**config.mk**
```make
export PLATFORM = sky130hd
export DESIGN_NAME = line_render_sequencer_flat
export DESIGN_NICKNAME = d
export VERILOG_FILES = /design/src/rtl/line_render_sequencer_pkg.sv /design/src/rtl/line_render_sequencer_if.sv /design/src/rtl/line_render_sequencer_regs.sv /design/src/rtl/line_render_sequencer.sv /design/src/flat_wrapper.sv
export SDC_FILE = /design/constraint.sdc
export NUM_CORES = 1
export LEC_CHECK = 0
export ABC_CLOCK_PERIOD_IN_PS = 1900
export BUFFER_PORTS_ARGS = -buffer_cell sky130_fd_sc_hd__buf_2
export CORE_MARGIN = 2
export CORE_UTILIZATION = 47
export DETAILED_ROUTE_END_ITERATION = 10
export PLACE_DENSITY = 0.79
export SLEW_MARGIN = 25
export SYNTH_ARGS = -nofsm -noshare
export SYNTH_HDL_FRONTEND = slang
export SYNTH_SLANG_ARGS = --single-unit
```
**constraint.sdc**
```tcl
create_clock -name clk -period 1.9 [get_ports clk]
set_clock_uncertainty 0.1 [all_clocks]
set_input_delay 0.095 -clock clk [delete_from_list [all_inputs] [get_ports clk]]
set_output_delay 0.095 -clock clk [all_outputs]
set_load 0.02 [all_outputs]
```
**src/rtl/line_render_sequencer_pkg.sv**
```systemverilog
// Shared types and constants for the line render sequencer.
// Optional overrun counter is controlled by LINE_SEQ_OVRCNT_EN.
package line_seq_pkg;

    typedef enum logic [1:0] {
        ST_IDLE  = 2'd0,
        ST_START = 2'd1,
        ST_WAIT  = 2'd2
    } state_t;

    localparam logic [8:0] LAST_LINE = 9'd479;

    localparam logic [1:0] REG_CTRL   = 2'd0;
    localparam logic [1:0] REG_STATUS = 2'd1;
    localparam logic [1:0] REG_OVRCNT = 2'd2;

    localparam int unsigned UNIT_L1  = 0;
    localparam int unsigned UNIT_L2  = 1;
    localparam int unsigned UNIT_SPR = 2;

    // Isolates the lowest set bit; serial mode walks units in index order.
    function automatic logic [2:0] lowest_one(input logic [2:0] vec);
        return vec & (~vec + 3'd1);
    endfunction

endpackage

```
**src/rtl/line_render_sequencer_if.sv**
```systemverilog
// Register window bus for the line render sequencer.
interface line_render_sequencer_if;

    logic [1:0] regs_addr;
    logic [7:0] regs_wrdata;
    logic [7:0] regs_rddata;
    logic       regs_write;

    modport master (
        output regs_addr,
        output regs_wrdata,
        output regs_write,
        input  regs_rddata
    );

    modport slave (
        input  regs_addr,
        input  regs_wrdata,
        input  regs_write,
        output regs_rddata
    );

endinterface

```
**src/rtl/line_render_sequencer_regs.sv**
```systemverilog
// Register file: CTRL, STATUS with sticky OVERRUN, and the optional
// saturating overrun counter (built only when LINE_SEQ_OVRCNT_EN is defined).
module line_seq_regs
    import line_seq_pkg::*;
(
    input  logic       clk,
    input  logic       rst_n,
    input  logic [1:0] addr,
    input  logic [7:0] wrdata,
    input  logic       write,
    input  logic       busy,
    input  logic       overrun,
    output logic [7:0] rddata,
    output logic       serial
);

    logic       overrun_flag;
    logic [7:0] ovrcnt;
    logic       unused_wrdata_bits;

    assign unused_wrdata_bits = ^wrdata[7:2];

    always_ff @(posedge clk) begin
        if (!rst_n) begin
            serial       <= 1'b0;
            overrun_flag <= 1'b0;
        end else begin
            if (write && addr == REG_CTRL) begin
                serial <= wrdata[0];
            end
            // A new overrun in the same cycle as a clear keeps the flag set.
            if (write && addr == REG_STATUS && wrdata[1]) begin
                overrun_flag <= 1'b0;
            end
            if (overrun) begin
                overrun_flag <= 1'b1;
            end
        end
    end

`ifdef LINE_SEQ_OVRCNT_EN
    always_ff @(posedge clk) begin
        if (!rst_n) begin
            ovrcnt <= '0;
        end else if (write && addr == REG_OVRCNT) begin
            ovrcnt <= '0;
        end else if (overrun && ovrcnt != '1) begin
            ovrcnt <= ovrcnt + 8'd1;
        end
    end
`else
    assign ovrcnt = '0;
`endif

    always_comb begin
        rddata = '0;
        case (addr)
            REG_CTRL:   rddata = {7'd0, serial};
            REG_STATUS: rddata = {6'd0, overrun_flag, busy};
            REG_OVRCNT: rddata = ovrcnt;
            default:    rddata = '0;
        endcase
    end

endmodule

```
**src/rtl/line_render_sequencer.sv**
```systemverilog
// Per-line render scheduler: issues start pulses to layer1/layer2/sprites,
// collects done pulses, flips line-buffer banks. Optional: LINE_SEQ_OVRCNT_EN.
module line_render_sequencer
    import line_seq_pkg::*;
(
    input  logic                    clk,
    input  logic                    rst_n,
    line_render_sequencer_if.slave  regs,
    input  logic [8:0]              display_line_idx,
    input  logic                    display_start_of_line,
    input  logic                    layer1_enabled,
    input  logic                    layer2_enabled,
    input  logic                    sprites_enabled,
    input  logic                    layer1_line_render_done,
    input  logic                    layer2_line_render_done,
    input  logic                    sprites_line_render_done,
    output logic [8:0]              render_line_idx,
    output logic                    layer1_line_render_start,
    output logic                    layer2_line_render_start,
    output logic                    sprites_line_render_start,
    output logic                    lb_render_bank,
    output logic                    lb_display_bank,
    output logic                    busy
);

    state_t     state;
    logic [2:0] pend;
    logic [2:0] start_vec;
    logic       serial_lat;
    logic       serial;
    logic [2:0] en_vec;
    logic [2:0] done_vec;
    logic [2:0] accept;
    logic [2:0] cleared;
    logic [2:0] pend_next;
    logic       overrun_evt;

    assign en_vec   = {sprites_enabled, layer2_enabled, layer1_enabled};
    assign done_vec = {sprites_line_render_done, layer2_line_render_done,
                       layer1_line_render_done};

    assign layer1_line_render_start  = start_vec[UNIT_L1];
    assign layer2_line_render_start  = start_vec[UNIT_L2];
    assign sprites_line_render_start = start_vec[UNIT_SPR];
    assign lb_display_bank           = ~lb_render_bank;

    // pend_next includes this cycle's done pulses, so a final done that
    // coincides with start-of-line does not count as an overrun.
    always_comb begin
        accept      = serial_lat ? lowest_one(pend) : pend;
        cleared     = done_vec & accept;
        pend_next   = pend & ~cleared;
        overrun_evt = display_start_of_line && (state != ST_IDLE) &&
                      (pend_next != '0);
    end

    // Start pulses are registered on the transition into START, so START is
    // the cycle in which they are visible.
    always_ff @(posedge clk) begin
        if (!rst_n) begin
            state           <= ST_IDLE;
            pend            <= '0;
            start_vec       <= '0;
            serial_lat      <= 1'b0;
            render_line_idx <= '0;
            lb_render_bank  <= 1'b0;
            busy            <= 1'b0;
        end else begin
            start_vec <= '0;
            if (display_start_of_line) begin
                render_line_idx <= (display_line_idx == LAST_LINE) ? '0
                                   : display_line_idx + 9'd1;
                lb_render_bank  <= ~lb_render_bank;
                serial_lat      <= serial;
                pend            <= en_vec;
                start_vec       <= serial ? lowest_one(en_vec) : en_vec;
                busy            <= |en_vec;
                state           <= (|en_vec) ? ST_START : ST_IDLE;
            end else begin
                case (state)
                    ST_IDLE: begin
                        state <= ST_IDLE;
                    end
                    ST_START, ST_WAIT: begin
                        pend <= pend_next;
                        if (pend_next == '0) begin
                            state <= ST_IDLE;
                            busy  <= 1'b0;
                        end else if (serial_lat && cleared != '0) begin
                            start_vec <= lowest_one(pend_next);
                            state     <= ST_START;
                        end else begin
                            state <= ST_WAIT;
                        end
                    end
                    default: begin
                        state <= ST_IDLE;
                        pend  <= '0;
                        busy  <= 1'b0;
                    end
                endcase
            end
        end
    end

    line_seq_regs u_regs (
        .clk     (clk),
        .rst_n   (rst_n),
        .addr    (regs.regs_addr),
        .wrdata  (regs.regs_wrdata),
        .write   (regs.regs_write),
        .busy    (busy),
        .overrun (overrun_evt),
        .rddata  (regs.regs_rddata),
        .serial  (serial)
    );

endmodule
```
**src/flat_wrapper.sv**
```systemverilog
// flat-port wrapper written by rule: the top's interface ports become plain ports
module line_render_sequencer_flat import line_seq_pkg::*;
  (clk, rst_n, display_line_idx, display_start_of_line, layer1_enabled, layer2_enabled, sprites_enabled, layer1_line_render_done, layer2_line_render_done, sprites_line_render_done, render_line_idx, layer1_line_render_start, layer2_line_render_start, sprites_line_render_start, lb_render_bank, lb_display_bank, busy, regs_regs_addr, regs_regs_wrdata, regs_regs_write, regs_regs_rddata);
  line_render_sequencer_if regs_i ();
  input  logic clk;
  input  logic rst_n;
  input  logic [8:0] display_line_idx;
  input  logic display_start_of_line;
  input  logic layer1_enabled;
  input  logic layer2_enabled;
  input  logic sprites_enabled;
  input  logic layer1_line_render_done;
  input  logic layer2_line_render_done;
  input  logic sprites_line_render_done;
  output logic [8:0] render_line_idx;
  output logic layer1_line_render_start;
  output logic layer2_line_render_start;
  output logic sprites_line_render_start;
  output logic lb_render_bank;
  output logic lb_display_bank;
  output logic busy;
  input wire logic [$bits(regs_i.regs_addr)-1:0] regs_regs_addr;
  input wire logic [$bits(regs_i.regs_wrdata)-1:0] regs_regs_wrdata;
  input wire logic [$bits(regs_i.regs_write)-1:0] regs_regs_write;
  output wire logic [$bits(regs_i.regs_rddata)-1:0] regs_regs_rddata;
  assign regs_i.regs_addr = regs_regs_addr;
  assign regs_i.regs_wrdata = regs_regs_wrdata;
  assign regs_i.regs_write = regs_regs_write;
  assign regs_regs_rddata = regs_i.regs_rddata;
  line_render_sequencer u_core (.clk(clk), .rst_n(rst_n), .regs(regs_i), .display_line_idx(display_line_idx), .display_start_of_line(display_start_of_line), .layer1_enabled(layer1_enabled), .layer2_enabled(layer2_enabled), .sprites_enabled(sprites_enabled), .layer1_line_render_done(layer1_line_render_done), .layer2_line_render_done(layer2_line_render_done), .sprites_line_render_done(sprites_line_render_done), .render_line_idx(render_line_idx), .layer1_line_render_start(layer1_line_render_start), .layer2_line_render_start(layer2_line_render_start), .sprites_line_render_start(sprites_line_render_start), .lb_render_bank(lb_render_bank), .lb_display_bank(lb_display_bank), .busy(busy));
endmodule
```
[After elaboration in Yosys (flattened, before gate mapping)]
Index checks and enable logic that the tools add are counted.
Cells by class
  reduce and logical (&&, ||, !) cells: 16
  eq/ne operators: 6
  muxes and demuxes: 20
  add/sub/neg operators: 4
  bitwise operators: 10
Operators with widths (number)
  two-way mux 3 bit: 7
  AND 3 bit: 5
  inverter 3 bit: 4
  adder 3 x 1 -> 3 bit, second input constant: 3
  adder 9 x 1 -> 9 bit, second input constant: 1
  == test 9 bit, second input constant: 1
  two-way mux 9 bit: 1
  two-way mux 2 bit: 4
  logical AND 1 bit: 6
  one-hot mux 3 bit (2 select lines): 1
  nonzero test 3 bit: 2
  two-way mux 1 bit: 5
  == test 2 x 1 -> 1 bit, second input constant: 2
  zero test 2 bit: 2
  one-hot mux 2 bit (2 select lines): 1
  nonzero test 2 bit: 2
  zero test 3 bit: 1
  != test 3 x 2 -> 1 bit, second input constant: 1
  OR reduction 3 bit: 1
  == test 2 bit, second input constant: 1
  != test 2 bit, second input constant: 1
  one-hot mux 1 bit (2 select lines): 1
  AND reduction 2 bit: 1
  OR reduction 2 bit: 1
  inverter 1 bit: 1
Word-level totals
  register bits: 22
  output and inout bits: 23
  logic and storage cells: 65

[Logic depth before layout (Yosys ltp)]
  depth after elaboration: 14
  depth in mapped cells: 6
  depth with buffers taken out: 6

[Cells and area by module]
Synthesis repeated with hierarchy kept, for this count alone.
Unflattened totals
  cell total of the unflattened synthesis: 142
  area, all modules: 1207.4 µm²
Modules (own cells, without submodules)
  line_render_sequencer: instances 1, area each 1038.5 µm², seq. area each 400.4 µm², cells an instance 123
  line_seq_regs: instances 1, area each 168.9 µm², seq. area each 40.0 µm², cells an instance 19

[Worst setup path after synthesis]
Ideal clock, no wire load.
  path type: flip-flop to flip-flop
  from: register u_core.state[0]
  to: register u_core.start_vec[2]
  clock period less this slack: 1389 ps
  slack: 511 ps
  setup time: 88 ps
  buffers on the path: 0
  arrival time: 1201 ps
  cell stages (with the launch flop): 7
  cells stage by stage: dfxtp_1 > inv_1 > ha_1 > nor2b_4 > nand3_1 > a21o_1 > o32ai_2
On the way
  cells in the longest elaborated chain, start to end: 4
RTL lines
  start: declaration: RTL line line_render_sequencer.sv:26  | state_t state;
  start signal: assignment: RTL line line_render_sequencer.sv:78  | state <= (|en_vec) ? ST_START : ST_IDLE;
  == test 2 x 1 -> 1 bit or == test 2 bit (tied branches): RTL line line_render_sequencer.sv:80  | case (state)
  OR reduction 2 bit *: RTL line line_render_sequencer.sv:80
  two-way mux 3 bit *: RTL line line_render_sequencer.sv:80
  two-way mux 3 bit *: RTL line line_render_sequencer.sv:70  | if (display_start_of_line) begin
  end signal: assignment: RTL line line_render_sequencer.sv:76  | start_vec <= serial ? lowest_one(en_vec) : en_vec;
  end signal: assignment: RTL line line_render_sequencer.sv:90  | start_vec <= lowest_one(pend_next);
  end: declaration: RTL line line_render_sequencer.sv:28  | logic [2:0] start_vec;
Mark *: on every way between the ends. The rest lies on a longest branch, timed or not.
A chain may end at the register's enable or synchronous reset.

[Final worst setup path]
Same ends and word-level chain as after synthesis.

==> metrics.md <==
| Metric | Value |
|---|---|
| Post-CTS Repair Setup Buffers | `0` |
| Final nets | `218` |
| Skew-Pair Late Insertion Delay | `0.30 ns` |
| Cell Pwr Density | `634 mW/mm²` |
| WL final | `2660 µm` |
| First-pass GRT wire length | `4240 µm` |
| Die area | `0.00300 mm²` |
| Root buffer cell | `clkbuf_4` |
| CTS tree | `yes` |
| Leakage | `0.657 nW` |
| Clock Sinks | `22` |
| Cells after DPL | `208` |
| DR vias | `1,120` |
| Drt via density | `5.21` |
| Final Hold Vio Count | `0` |
| Initial antenna violation count | `0` |
| Total GRT Usage | `19.8%` |
| Max Slew Vio Count | `0` |
| Hold Slack | `0.00366 ns` |
| Final core occ | `59.4%` |
| Reg2reg start | `u_core.state[0]` |
| Worst Path Max Fanout | `4` |
| CTS Buf Count | `3` |
| Most frequent cells in the layout | `buf_2, dfxtp_1, nand2_1` |
| Setup Viol. Count Final | `0` |
| Dpl ws | `0.365 ns` |
| Critical Path Start Type | `flop` |
| Gp weighted congestion | `0.818` |
| Worst Slack Setup Final | `0.347 ns` |
| Critical path required time | `2.03 ns` |
| Ys Warns | `0` |
| Share of layout cells above drive strength 1 | `26.5%` |
| Final HPWL DP | `2040 µm` |
| RSZ-0062 raised after global routing | `no` |
| Crit path launch | `u_core.state[0]` |
| Worst hold start | `regs_regs_write` |
| WS Path Type | `reg -> reg` |
| F_max | `0.644 GHz` |
| Commonest non-fill, non-tap cell in the layout | `buf_2` |
| Final min period | `1.55 ns` |
| Mapped Area | `0.00121 mm²` |
| WL per Instance | `12.4 µm` |
| Core Area | `0.00245 mm²` |
| Die Y-Extent | `54.7 µm` |
| Horiz. Die Dim | `54.7 µm` |
| Grt ovf | `0` |
| Synth unique cells | `41` |
| # H-tree levels | `1` |
| # IOs | `52` |
| Max-Cap Viols | `0` |
| Synth Area per Inst | `8.40 µm²` |
| Filler cells | `228` |
| Clock slew at reported path FFs | `0.12 ns` |
| CP max-delay cell | `ha_1` |
| Commonest register cell after synthesis | `dfxtp_1` |
| Part of the cycle the worst path needs | `81.7%` |
| CP max stage delay | `0.34 ns` |
| Residual DRC | `0` |
| Worst VDD drop | `455 µV` |
| Synth Register Bits | `22` |
| Sequential area share after synthesis | `36.4%` |
| Number of flops mapped to enable cells by yosys | `0` |
| Crit path cell chain | `inv_1, ha_1, nor2b_4, nand3_1, a21o_1, o32ai_2` |
| Number of global-route vias before repair | `1,039` |
| DRT iter0 DRCs | `22` |
| Initial Utilization | `49.3%` |
| Status | `complete, no violations` |
| Antenna-violating nets left | `0` |
| Final Non-Filler Cells | `215` |
| Hold WC Path Type | `in -> reg` |
| ANT cells | `0` |
| Drt pass-1 iters | `4` |
| Bufs on Longest Clock Path | `2` |
| WP data arrival | `1.68 ns` |
| Largest net degree at the start of global routing | `27` |
| Rows | `18` |
| Cells after Synth | `144` |
| FFs w/ async S/R, synth | `0%` |
| Capturing element type of the critical path | `flop` |
| Synthesis-to-layout area growth | `20.6%` |
| Port Buffers | `39` |
| TNS Setup | `0 ns` |
==> metal layers <==
layer	track usage, %	share of wire (%)	vias up
met2	37.1	51	38
li1	-	-	570
met3	4.64	6.1	0
met5	0	0	-
met1	21.1	42	512
met4	7.08	0	0
==> through the flow <==
| stage | instance area (µm²) | power [W] |
|---|---|---|
| after global placement | 1400 | 0.000711 |
| after global routing | 1460 | 0.000974 |
| after floorplan | 1230 | 0.000652 |
| after CTS | 1470 | 0.000933 |
| final | 1460 | 0.000925 |
| after detailed placement | 1400 | 0.000720 |
==> final timing paths <==
path | end | slack [ns] | cells past startpoint
setup / recovery | u_core.start_vec[2] | 0.35 | 6
setup reg to reg | u_core.start_vec[2] | 0.35 | 6
hold reg to reg | u_core.u_regs.overrun_flag | 0.38 | 2
hold / removal | u_core.u_regs.serial | 0.004 | 4
==> timing repair <==
action / CTS / global route
endpoints found under the hold margin: 4 / 0
resized for setup: 0 / 1
hold buffers: 5 / 0
endpoints found under the setup margin: 0 / 1
==> cell type report <==
type	count	area [µm²]	area share, %
clock buffer	3	22.5	1.54
inverter	8	30.0	2.06
multi-input combinational	108	686	47.0
sequential	22	440	30.2
tap	30	37.5	2.57
timing repair buffer	44	243	16.6
==> critical path: cells and delay by family (launching register included) <==
family / cells / cell delay [ns]
AO/OA/AOI/OAI: 2 / 0.39
adder cells (fa/ha/maj): 1 / 0.34
flip-flops: 1 / 0.33
AND/OR/NAND/NOR: 2 / 0.28
buffers and inverters: 1 / 0.04
==> synthesized netlist by cell type, types with 4 or more instances <==
library cell / n / area, µm²
o21ai_0: 8 / 40.0
a21oi_1: 5 / 25.0
nor2_1: 7 / 26.3
nand3b_1: 4 / 30.0
nand3_1: 7 / 35.0
buf_4: 6 / 45.0
nand2_1: 17 / 63.8
inv_1: 8 / 30.0
mux2i_1: 5 / 50.1
o21ai_1: 5 / 25.0
xnor2_1: 4 / 35.0
dfxtp_1: 22 / 440
and2_1: 4 / 25.0
==> registers in the layout, summed over array words and instances (netlist names) <==
register,flops
u_core.busy,1
u_core.lb_render_bank,1
u_core.pend,3
u_core.render_line_idx,9
u_core.serial_lat,1
u_core.start_vec,3
u_core.state,2
u_core.u_regs.overrun_flag,1
u_core.u_regs.serial,1
==> kinds of logic (layout without fill, tap and decap cells) <==
family                     after synthesis  count (layout)  share of synthesized area (%)
muxes                                    5               5                           4.14
AOI/OAI and AO/OA                       37              37                           20.7
xor gates and xnor gates                 7               7                           5.07
buffers and inverters                   19              55                           8.48
and+or+nand+nor                         51              51                           22.9
DFF                                     22              22                           36.4
other                                    1               6                          0.310
adders and majority gates                2               2                           2.07
==> power by group <==
group | leakage (nW) | total [W] | internal [W] | switching (W)
Clock | 0.0138 | 0.000210 | 0.0000739 | 0.000136
Combinational | 0.462 | 0.000213 | 0.0000848 | 0.000128
Sequential | 0.181 | 0.000503 | 0.000487 | 0.0000156
Power figures use the tool's default switching activity.
